--- src/rtl/ldmx_daq_pkg.sv ---
// Event tag layout shared by the tag queue and the DAQ buffer block.
// Field offsets and widths here are the contract both sides slice evttag with.
package ldmx_daq_pkg;

    localparam int BXID_W    = 12;
    localparam int SPILL_W   = 12;
    localparam int TIS_W     = 32;
    localparam int EVTID_W   = 32;
    localparam int TAG_W     = BXID_W + SPILL_W + TIS_W + EVTID_W;

    localparam int BXID_LSB  = 0;
    localparam int SPILL_LSB = BXID_LSB + BXID_W;
    localparam int TIS_LSB   = SPILL_LSB + SPILL_W;
    localparam int EVTID_LSB = TIS_LSB + TIS_W;

    typedef struct packed {
        logic [EVTID_W-1:0] evtid;
        logic [TIS_W-1:0]   tis;
        logic [SPILL_W-1:0] spill;
        logic [BXID_W-1:0]  bxid;
    } tag_t;

    function automatic tag_t tag_pack(
        input logic [EVTID_W-1:0] evtid,
        input logic [TIS_W-1:0]   tis,
        input logic [SPILL_W-1:0] spill,
        input logic [BXID_W-1:0]  bxid
    );
        tag_t t;
        t.evtid = evtid;
        t.tis   = tis;
        t.spill = spill;
        t.bxid  = bxid;
        return t;
    endfunction

endpackage

--- src/rtl/evttag_fifo.sv ---
// Synchronous FIFO with a registered head word (zero when empty) and occupancy count.
// Latency: push at cycle N is visible at the head in N+1; head refreshes the cycle after a pop.
// Backpressure: push refused when full unless a pop frees the slot in the same cycle; pop when empty ignored.
module evttag_fifo #(
    parameter int WIDTH      = 88,
    parameter int DEPTH_LOG2 = 4
) (
    input  logic                  clk,
    input  logic                  reset_n,
    input  logic                  clear,
    input  logic                  push,
    input  logic                  pop,
    input  logic [WIDTH-1:0]      push_dat,
    output logic [WIDTH-1:0]      head_dat,
    output logic [DEPTH_LOG2:0]   occupancy,
    output logic [DEPTH_LOG2:0]   occ_nxt,
    output logic                  full,
    output logic                  push_acc
);

    localparam int                DEPTH     = 2**DEPTH_LOG2;
    localparam logic [DEPTH_LOG2:0] DEPTH_CNT = (DEPTH_LOG2+1)'(DEPTH);

    logic [WIDTH-1:0]      mem [DEPTH];
    logic [DEPTH_LOG2-1:0] wr_ptr;
    logic [DEPTH_LOG2-1:0] rd_ptr;
    logic [DEPTH_LOG2-1:0] rd_nxt;
    logic [WIDTH-1:0]      head_nxt;
    logic                  pop_ok;

    assign full     = (occupancy == DEPTH_CNT);
    assign pop_ok   = pop && !clear && (occupancy != '0);
    assign push_acc = push && !clear && (!full || pop_ok);
    assign rd_nxt   = pop_ok ? rd_ptr + 1'b1 : rd_ptr;

    // The new head comes straight from push_dat when it lands in the slot rd_nxt points at.
    always_comb begin
        occ_nxt = occupancy;
        if (clear) begin
            occ_nxt = '0;
        end else if (push_acc && !pop_ok) begin
            occ_nxt = occupancy + 1'b1;
        end else if (!push_acc && pop_ok) begin
            occ_nxt = occupancy - 1'b1;
        end
        head_nxt = '0;
        if (occ_nxt != '0) begin
            head_nxt = (push_acc && (rd_nxt == wr_ptr)) ? push_dat : mem[rd_nxt];
        end
    end

    always_ff @(posedge clk) begin
        if (push_acc) begin
            mem[wr_ptr] <= push_dat;
        end
    end

    always_ff @(posedge clk or negedge reset_n) begin
        if (!reset_n) begin
            wr_ptr    <= '0;
            rd_ptr    <= '0;
            occupancy <= '0;
            head_dat  <= '0;
        end else if (clear) begin
            wr_ptr    <= '0;
            rd_ptr    <= '0;
            occupancy <= '0;
            head_dat  <= '0;
        end else begin
            if (push_acc) begin
                wr_ptr <= wr_ptr + 1'b1;
            end
            rd_ptr    <= rd_nxt;
            occupancy <= occ_nxt;
            head_dat  <= head_nxt;
        end
    end

endmodule

--- src/rtl/ldmx_evttag_queue.sv ---
// Timestamps each L1A with {evtid, time_in_spill, spill, bxid} and queues tags for the DAQ; EVTTAG_BUSY_EN adds busy hysteresis.
// Latency: l1a at cycle N -> tag at head, tag_valid=1, in N+1; head refreshes the cycle after tagdone.
// Backpressure: l1a while full (no same-cycle tagdone) is dropped and counted; busy requests trigger throttling.
module ldmx_evttag_queue
    import ldmx_daq_pkg::*;
#(
    parameter int DEPTH_LOG2  = 4,
    parameter int BXID_MAX    = 3563
`ifdef EVTTAG_BUSY_EN
    ,
    parameter int BUSY_THRESH = 12
`endif
) (
    input  logic                  clk,
    input  logic                  reset_n,
    input  logic                  clear,
    input  logic                  bc0,
    input  logic                  spill_start,
    input  logic                  l1a,
    input  logic                  tagdone,
    output logic [TAG_W-1:0]      evttag,
    output logic                  tag_valid,
    output logic [DEPTH_LOG2:0]   occupancy,
    output logic                  full,
    output logic                  busy,
    output logic [15:0]           drop_count
);

    logic [BXID_W-1:0]    bxid;
    logic [SPILL_W-1:0]   spill;
    logic [TIS_W-1:0]     tis;
    logic [EVTID_W-1:0]   evtid;
    logic [DEPTH_LOG2:0]  occ_nxt;
    logic                 push_acc;
    logic                 drop;
    tag_t                 cap_tag;

    // Capture uses this cycle's counter values, before any same-cycle update.
    assign cap_tag   = tag_pack(evtid, tis, spill, bxid);
    assign drop      = l1a && !clear && !push_acc;
    assign tag_valid = (occupancy != '0);

    evttag_fifo #(
        .WIDTH      (TAG_W),
        .DEPTH_LOG2 (DEPTH_LOG2)
    ) u_fifo (
        .clk        (clk),
        .reset_n    (reset_n),
        .clear      (clear),
        .push       (l1a),
        .pop        (tagdone),
        .push_dat   (cap_tag),
        .head_dat   (evttag),
        .occupancy  (occupancy),
        .occ_nxt    (occ_nxt),
        .full       (full),
        .push_acc   (push_acc)
    );

    // Timebase keeps running through clear; only reset stops it.
    always_ff @(posedge clk or negedge reset_n) begin
        if (!reset_n) begin
            bxid  <= '0;
            spill <= '0;
            tis   <= '0;
        end else begin
            if (bc0 || (bxid == BXID_W'(BXID_MAX))) begin
                bxid <= '0;
            end else begin
                bxid <= bxid + 1'b1;
            end
            if (spill_start) begin
                spill <= spill + 1'b1;
                tis   <= '0;
            end else if (tis != '1) begin
                tis <= tis + 1'b1;
            end
        end
    end

    always_ff @(posedge clk or negedge reset_n) begin
        if (!reset_n) begin
            evtid      <= '0;
            drop_count <= '0;
        end else if (clear) begin
            evtid      <= '0;
            drop_count <= '0;
        end else begin
            if (l1a) begin
                evtid <= evtid + 1'b1;
            end
            if (drop && (drop_count != 16'hFFFF)) begin
                drop_count <= drop_count + 1'b1;
            end
        end
    end

`ifdef EVTTAG_BUSY_EN
    localparam logic [DEPTH_LOG2:0] BUSY_ON  = (DEPTH_LOG2+1)'(BUSY_THRESH);
    localparam logic [DEPTH_LOG2:0] BUSY_OFF = (DEPTH_LOG2+1)'(BUSY_THRESH / 2);

    always_ff @(posedge clk or negedge reset_n) begin
        if (!reset_n) begin
            busy <= 1'b0;
        end else if (occ_nxt >= BUSY_ON) begin
            busy <= 1'b1;
        end else if (occ_nxt <= BUSY_OFF) begin
            busy <= 1'b0;
        end
    end
`else
    localparam logic [DEPTH_LOG2:0] FULL_CNT = (DEPTH_LOG2+1)'(2**DEPTH_LOG2);

    // Registered from next occupancy so busy lines up with full.
    always_ff @(posedge clk or negedge reset_n) begin
        if (!reset_n) begin
            busy <= 1'b0;
        end else begin
            busy <= (occ_nxt == FULL_CNT);
        end
    end
`endif

endmodule

--- config.mk ---
export PLATFORM = sky130hd
export DESIGN_NAME = ldmx_evttag_queue
export DESIGN_NICKNAME = d
export VERILOG_FILES = /design/src/rtl/ldmx_daq_pkg.sv /design/src/rtl/evttag_fifo.sv /design/src/rtl/ldmx_evttag_queue.sv
export SDC_FILE = /design/constraint.sdc
export NUM_CORES = 2
export LEC_CHECK = 0
export BUFFER_PORTS_ARGS = -buffer_cell sky130_fd_sc_hd__buf_4
export CORE_ASPECT_RATIO = 1.75
export CORE_MARGIN = 2
export CORE_UTILIZATION = 55
export DETAILED_ROUTE_END_ITERATION = 8
export PLACE_DENSITY = 0.82
export SLEW_MARGIN = 20
export SYNTH_ARGS = -nofsm -noshare
export SYNTH_HDL_FRONTEND = slang
export SYNTH_SLANG_ARGS = --single-unit
--- constraint.sdc ---
create_clock -name clk -period 5.53 [get_ports clk]
set_input_delay 0.553 -clock clk [delete_from_list [all_inputs] [get_ports clk]]
set_output_delay 0.553 -clock clk [all_outputs]
set_load 0.01 [all_outputs]
* Word level (Yosys, flattened, before mapping)
Memory sizes are Yosys's and may differ from the RTL's.
Index checks and enable logic that the tools add are counted.
** Storage, ports and cells
- Bits in registers :: 206
- Bits in latches :: 0
- Bits in writable memories :: 1408
- ROM bits :: 0
- Input bits :: 7
- Output and inout bits :: 112
- Memories :: 1
** Operators by class
- Add/subtract/negate cells :: 9
- Multiply operators :: 0
- Divide/modulo/power cells :: 0
- Order comparisons :: 0
- Eq/ne operators :: 6
- Shift operators :: 0
- Multiplexer cells :: 20
- Bitwise operators :: 0
- Reduce and logical (&&, ||, !) cells :: 21
** Memories
- u_fifo.mem :: depth 16, bits a word 88, rd ports 1, clocked after memory_dff 0, write ports 1, line evttag_fifo.sv:24 : logic [WIDTH-1:0] mem [DEPTH];
** Operator list (number)
- two-way mux 88 bit :: 3
- two-way mux 32 bit :: 4
- adder 32 x 1 -> 32 bit (second input constant) :: 2
- two-way mux 16 bit :: 2
- inequality test 32 bit (second input constant) :: 1
- adder 12 x 1 -> 12 bit (second input constant) :: 2
- two-way mux 5 bit :: 4
- adder 16 x 1 -> 16 bit (second input constant) :: 1
- two-way mux 4 bit :: 4
- inequality test 16 bit (second input constant) :: 1
- equality test 12 bit (second input constant) :: 1
- two-way mux 12 bit :: 1
- equality test 5 bit (second input constant) :: 2
- nonzero test 5 bit :: 2
- logical AND 1 bit :: 9
- adder 4 x 1 -> 4 bit (second input constant) :: 2
- nonzero test 2 bit :: 4
- adder 5 x 1 -> 5 bit (second input constant) :: 1
- subtractor 5 x 1 -> 5 bit (second input constant) :: 1
- equality test 4 bit :: 1
- logical NOT 1 bit :: 4
- logical OR 1 bit :: 2
- two-way mux 1 bit :: 2

* Logic depth before layout (Yosys ltp)
- Word-level depth :: 13
- Depth in mapped cells :: 13
- Mapped depth without buffers :: 9

* Cells and area by module
From an unflattened synthesis, not the netlist that was laid out.
** Unflattened totals
- Cells, all modules :: 4511
- Area, all modules :: 75142.1 um^2
** By module, submodules not included
- evttag_fifo :: instances 1, cells each 3952, area an instance 69768.2 um^2, seq. area each 44808.0 um^2
- ldmx_evttag_queue :: instances 1, cells each 559, area an instance 5373.9 um^2, seq. area each 2627.5 um^2

* Least setup slack after synthesis
Ideal clock, no wire load.
- Path type :: register to register
- Start :: reg u_fifo.occupancy[0]
- End :: mem u_fifo.mem[0][0], enable pin
- Library setup time :: 456 ps
- Arrival time :: 3676 ps
- Required time :: 5074 ps
- Path slack :: 1398 ps
- Stages on the path, launching flop included :: 8
- Path buffers :: 1
- Period minus slack after synthesis :: 4132 ps
- Cell sequence :: dfrtp_1 > inv_1 > ha_1 > or3b_1 > buf_2 > o311a_1 > nor3b_1 > and2_1
** Between the ends
- Cells in the longest elaborated chain, start to end :: 6
- Elaborated cells on any way between the ends :: 8
- Those cells by class :: 1 x eq/ne; 2 x mux; 5 x reduce/logical
** Ends and longest elaborated chain
- from (decl) :: line evttag_fifo.sv:15 : output logic [DEPTH_LOG2:0] occupancy,
- from (signal assigned) :: line evttag_fifo.sv:74 : occupancy <= occ_nxt;
- equality test 5 bit or nonzero test 5 bit (tied branches) :: line evttag_fifo.sv:31, evttag_fifo.sv:32
- logical NOT 1 bit or logical AND 1 bit (tied branches) :: line evttag_fifo.sv:33, evttag_fifo.sv:32
- logical OR 1 bit * :: line evttag_fifo.sv:33 : assign push_acc = push && !clear && (!full || pop_ok);
- logical AND 1 bit * :: line evttag_fifo.sv:33
- two-way mux 1 bit * :: line evttag_fifo.sv:53 : if (push_acc) begin
- two-way mux 1 bit (not written as such) * :: line evttag_fifo.sv:54 : mem[wr_ptr] <= push_dat;
- to (decl) :: line evttag_fifo.sv:24
Mark *: on every way between the ends. The rest lies on a longest branch, timed or not.

* Worst setup path after layout
- Start :: reg u_fifo.rd_ptr[1]
- End :: reg u_fifo.head_dat[66]
** Between the ends
- Cells in the longest elaborated chain, start to end :: 7
- Elaborated cells on any way between the ends :: 8
- Those cells by class :: 1 x add/sub; 1 x eq/ne; 4 x mux; 1 x reduce/logical; 1 x memory
** Ends and longest elaborated chain
- from (decl) :: line evttag_fifo.sv:26 : logic [DEPTH_LOG2-1:0] rd_ptr;
- from (signal assigned) :: line evttag_fifo.sv:73 : rd_ptr <= rd_nxt;
- adder 4 x 1 -> 4 bit :: line evttag_fifo.sv:34 : assign rd_nxt = pop_ok ? rd_ptr + 1'b1 : rd_ptr;
- two-way mux 4 bit * :: line evttag_fifo.sv:34
- parallel branches: the longest is 2 deep, another holds memory (16 x 88 bit)
- two-way mux 88 bit * :: line evttag_fifo.sv:48 : head_nxt = (push_acc && (rd_nxt == wr_ptr)) ? push_dat : mem[rd_nxt];
- two-way mux 88 bit * :: line evttag_fifo.sv:47 : if (occ_nxt != '0) begin
- two-way mux 88 bit * :: line evttag_fifo.sv:64 : end else if (clear) begin
- to (signal assigned) :: line evttag_fifo.sv:75 : head_dat <= head_nxt;
- to (decl) :: line evttag_fifo.sv:14 : output logic [WIDTH-1:0] head_dat,
Every way passes the cells marked *.
A chain may end at the register's enable or synchronous reset.

==> flow_summary.ini <==
[timing]
tightestPinTransition_ps = 1080
rsz0062_at_grt = no
final.setup.tns_ps = 0
timing.fmax_mhz = 243
setup_viol = 0
hold_viol_final = 0
final.min_clock_period_ps = 4120
slew_viol_final = 0
clock_skew_ps = 34.2
slew_headroom_pct = 27.8
finalCritPeriodShare_pct = 74.4

[clock_tree]
h-tree-depth = 4
cts_sinks = 1614
numCtsBuffers = 138
cts_tree = yes
clockBufferDepth = 3
clkLatencyLatePin_ps = 790
clock-root-buffer = clkbuf_16
post-cts-setup-buffers = 0
cts.reportedPaths.clkPinSlew_ps = 70

[hold_path]
min_path_type = primary input to flop
whs_endpoint = evtid[0]
hold_path_depth = 3
worstHoldStart = l1a

[global_routing]
grt_pass1_vias = 47100
grt_max_degree = 157
grt_pass1_wl_mm = 292
grt_usage_pct = 28.9
grt_overflow = 0
antenna_found_initial = 2

[status]
status = finished, final reports clean

[power_and_ir_drop]
irDropWorstVdd_v = 0.000382
p_total_mw = 28.5
power_density_nw_per_um2 = 348
p_leak_nw = 27.1

[die]
fp-row-count = 178
initial_core_util_pct = 55.2
core_area_sq_um = 134000
die_h_um = 489
die_w_um = 281
io_pins = 119
die_area_sq_um = 138000

[synth]
synth_top_cell_by_area = edfxtp_1
yosysWarnings = 0
synthCells = 4541
synth_area_sq_um = 74100
seq_area_frac_synth_pct = 64.0
synth-seq-cells = 1614
yosys-top-cells-area = edfxtp_1, mux4_2, dfrtp_1, nand2_1, a21oi_1
async_flop_share_pct = 12.8
synth_edf_count = 1408
synth_nets = 4560
synth.distinct_cells = 62
synth_top_area_share_pct = 57.1
synth-main-ff-cell = edfxtp_1
syn_area_per_cell_sq_um = 16.3

[cells_and_area]
layout.cells.non_filler = 6479
syn2layout_area_growth_pct = 10.6
nets = 4580
drive_gt1_share_pct = 24.8

[critical_path]
rrSetupSlack_ps = 1410
reg2regPathDepth = 7
cp_top_family = flip-flops
worst_ep_required_time_ps = 6150
start_kind = flop
path_buf_inv = 1
path_class = flop to flop
crit_path_max_incr_delay_ps = 1100
reg2reg_from = u_fifo.rd_ptr[1]
cpMaxStageDelayCell = dfrtp_4
path_max_fanout = 60
crit_arrival_ps = 4730
timing.rr.end = u_fifo.head_dat[66]
critical_path.endpoint_type = flop
path_cells = ha_4, buf_4, mux4_2, nand2_1, a21oi_1, nor4_1, a211oi_1

[routing]
wire_per_inst_um = 30.5
drt_iter0_markers = 5962
vias_per_cell = 7.07
routed_wl_mm = 197
vias = 45800
final_antenna_net_count = 0
drc = 0
dr.pass1.iters = 5

[run]
drv_cap = 0

[placed_design]
placedCellCount = 6220
port_buffers = 118
gp_congestion = 0.787
dp_hpwl_mm = 102
[synthesized netlist by cell type (all sizes together) (10+ instances only)]
master and n:
buf 102, and2 17, clkbuf 231, mux4 696
nand2 736, xor2 37, and3 23, edfxtp 1408
nor4 103, dfrtp 206, a211oi 98, nand3 39
and4 19, or3 10, nor2 206, a21oi 368
o21ai 19, ha 12, nand4 26, xnor2 57
nor2b 11, nor3 19, inv 19
[cells in the final DEF, fill, tap and decap left out, types with 4 or more instances in the layout]
cell type and count:
clkbuf_8 12, o21ai_0 17, buf_12 35, mux4_2 696, and4_4 4, clkbuf_16 143, nand2b_1 7, clkinv_1 17
nor2_1 205, and2_4 12, and3_1 23, xor2_1 37, a211oi_1 98, nor4_1 98, mux2_2 7, nor3b_1 7
buf_4 175, bufinv_16 18, nor3_1 18, nand3_1 39, and4_1 15, clkinvlp_4 9, nand2_1 735, inv_1 18
clkinv_2 13, ha_1 11, nand4_1 26, o22ai_1 4, or3_1 9, nor2b_1 11, xnor2_1 57, a21oi_1 368
edfxtp_1 1408, and2_1 5, mux2i_1 7, inv_6 11, clkbuf_1 28, dfrtp_1 204
[cells by family (layout without fill, tap and decap cells)]
| family | Yosys count | after routing | synth area share, % |
|---|---|---|---|
| AOI/OAI and AO/OA | 520 | 520 | 4.01 |
| xor gates and xnor gates | 94 | 94 | 1.11 |
| adders and majority gates | 12 | 12 | 0.203 |
| buffers and inverters | 352 | 488 | 1.87 |
| DFF | 1614 | 1614 | 64.0 |
| muxes | 710 | 710 | 21.4 |
| other | 0 | 2 | 0 |
| and+or+nand+nor | 1239 | 1239 | 7.40 |
[power breakdown]
| part | total [mW] | internal, mW | leakage (nW) | switching [mW] |
|---|---|---|---|---|
| Clock | 10.2 | 5.79 | 2.29 | 4.46 |
| Sequential | 14.0 | 13.6 | 16.4 | 0.467 |
| Combinational | 4.24 | 1.94 | 8.36 | 2.30 |
| Total | 28.5 | 21.3 | 27.1 | 7.23 |
[metrics by stage]
stage	cell area [sq um]	utilization, %	setup WS, ps	hold slack (ps)
3_3_place_gp	77100	57.5	1530	551
6_report	81900	61.1	1410	220
5_1_grt	81900	61.1	1250	234
3_5_place_dp	77100	57.5	1520	580
2_1_floorplan	74100	-	1400	257
4_1_cts	81900	61.1	1420	182
[timing repair]
action                                 in CTS  in global routing
hold buffers                                1                  0
setup endpoints to repair                   0                  0
endpoints found under the hold margin      75                  0
gates resized for setup                     0                  0
[worst reg2reg max path: stages, from the launching register on]
cell and delay, ps:
dfrtp_4 1100, ha_4 770, buf_4 700, mux4_2 640, nand2_1 100, a21oi_1 90
nor4_1 430, a211oi_1 140
[state kept, by name, indices dropped and copies added, names as in the netlist]
name,cells
drop_count,16
spill,12
u_fifo.mem,1408
evtid,32
u_fifo.wr_ptr,4
bxid,12
busy,1
u_fifo.rd_ptr,4
u_fifo.head_dat,88
tis,32
u_fifo.occupancy,5
[worst max path at each step]
stage | start | endpoint | slack, ps | cells past startpoint
final | u_fifo.rd_ptr[1] | u_fifo.head_dat[66] | 1410 | 7
after global routing | u_fifo.rd_ptr[1] | u_fifo.head_dat[66] | 1250 | 7
after CTS | u_fifo.rd_ptr[1] | u_fifo.head_dat[66] | 1420 | 7
after detailed placement | u_fifo.rd_ptr[1] | u_fifo.head_dat[73] | 1520 | 7
after global placement | u_fifo.rd_ptr[1] | u_fifo.head_dat[73] | 1530 | 7
after floorplan | u_fifo.occupancy[0] | u_fifo.mem[0][0] | 1400 | 7
[layer usage]
metal | routed length [um] | up-vias | global-route usage (%) | share of wire [%]
met2 | 102000 | 3569 | 49.5 | 51
met4 | 11400 | 2 | 15.7 | 5.8
met1 | 63500 | 23300 | 34.6 | 32
met5 | 13 | - | 0 | 0.0066
met3 | 20900 | 767 | 5.44 | 11
li1 | - | 18100 | - | -
[cell type report]
class	count	area, sq um
sequential	1614	47400
clock inverter	73	892
timing repair buffer	213	2050
multi-input combinational	2575	25300
inverter	19	71.3
antenna	2	5.00
tap	1800	2250
clock buffer	183	3850
fill	9069	52200
(Power assumes the default switching activity.)
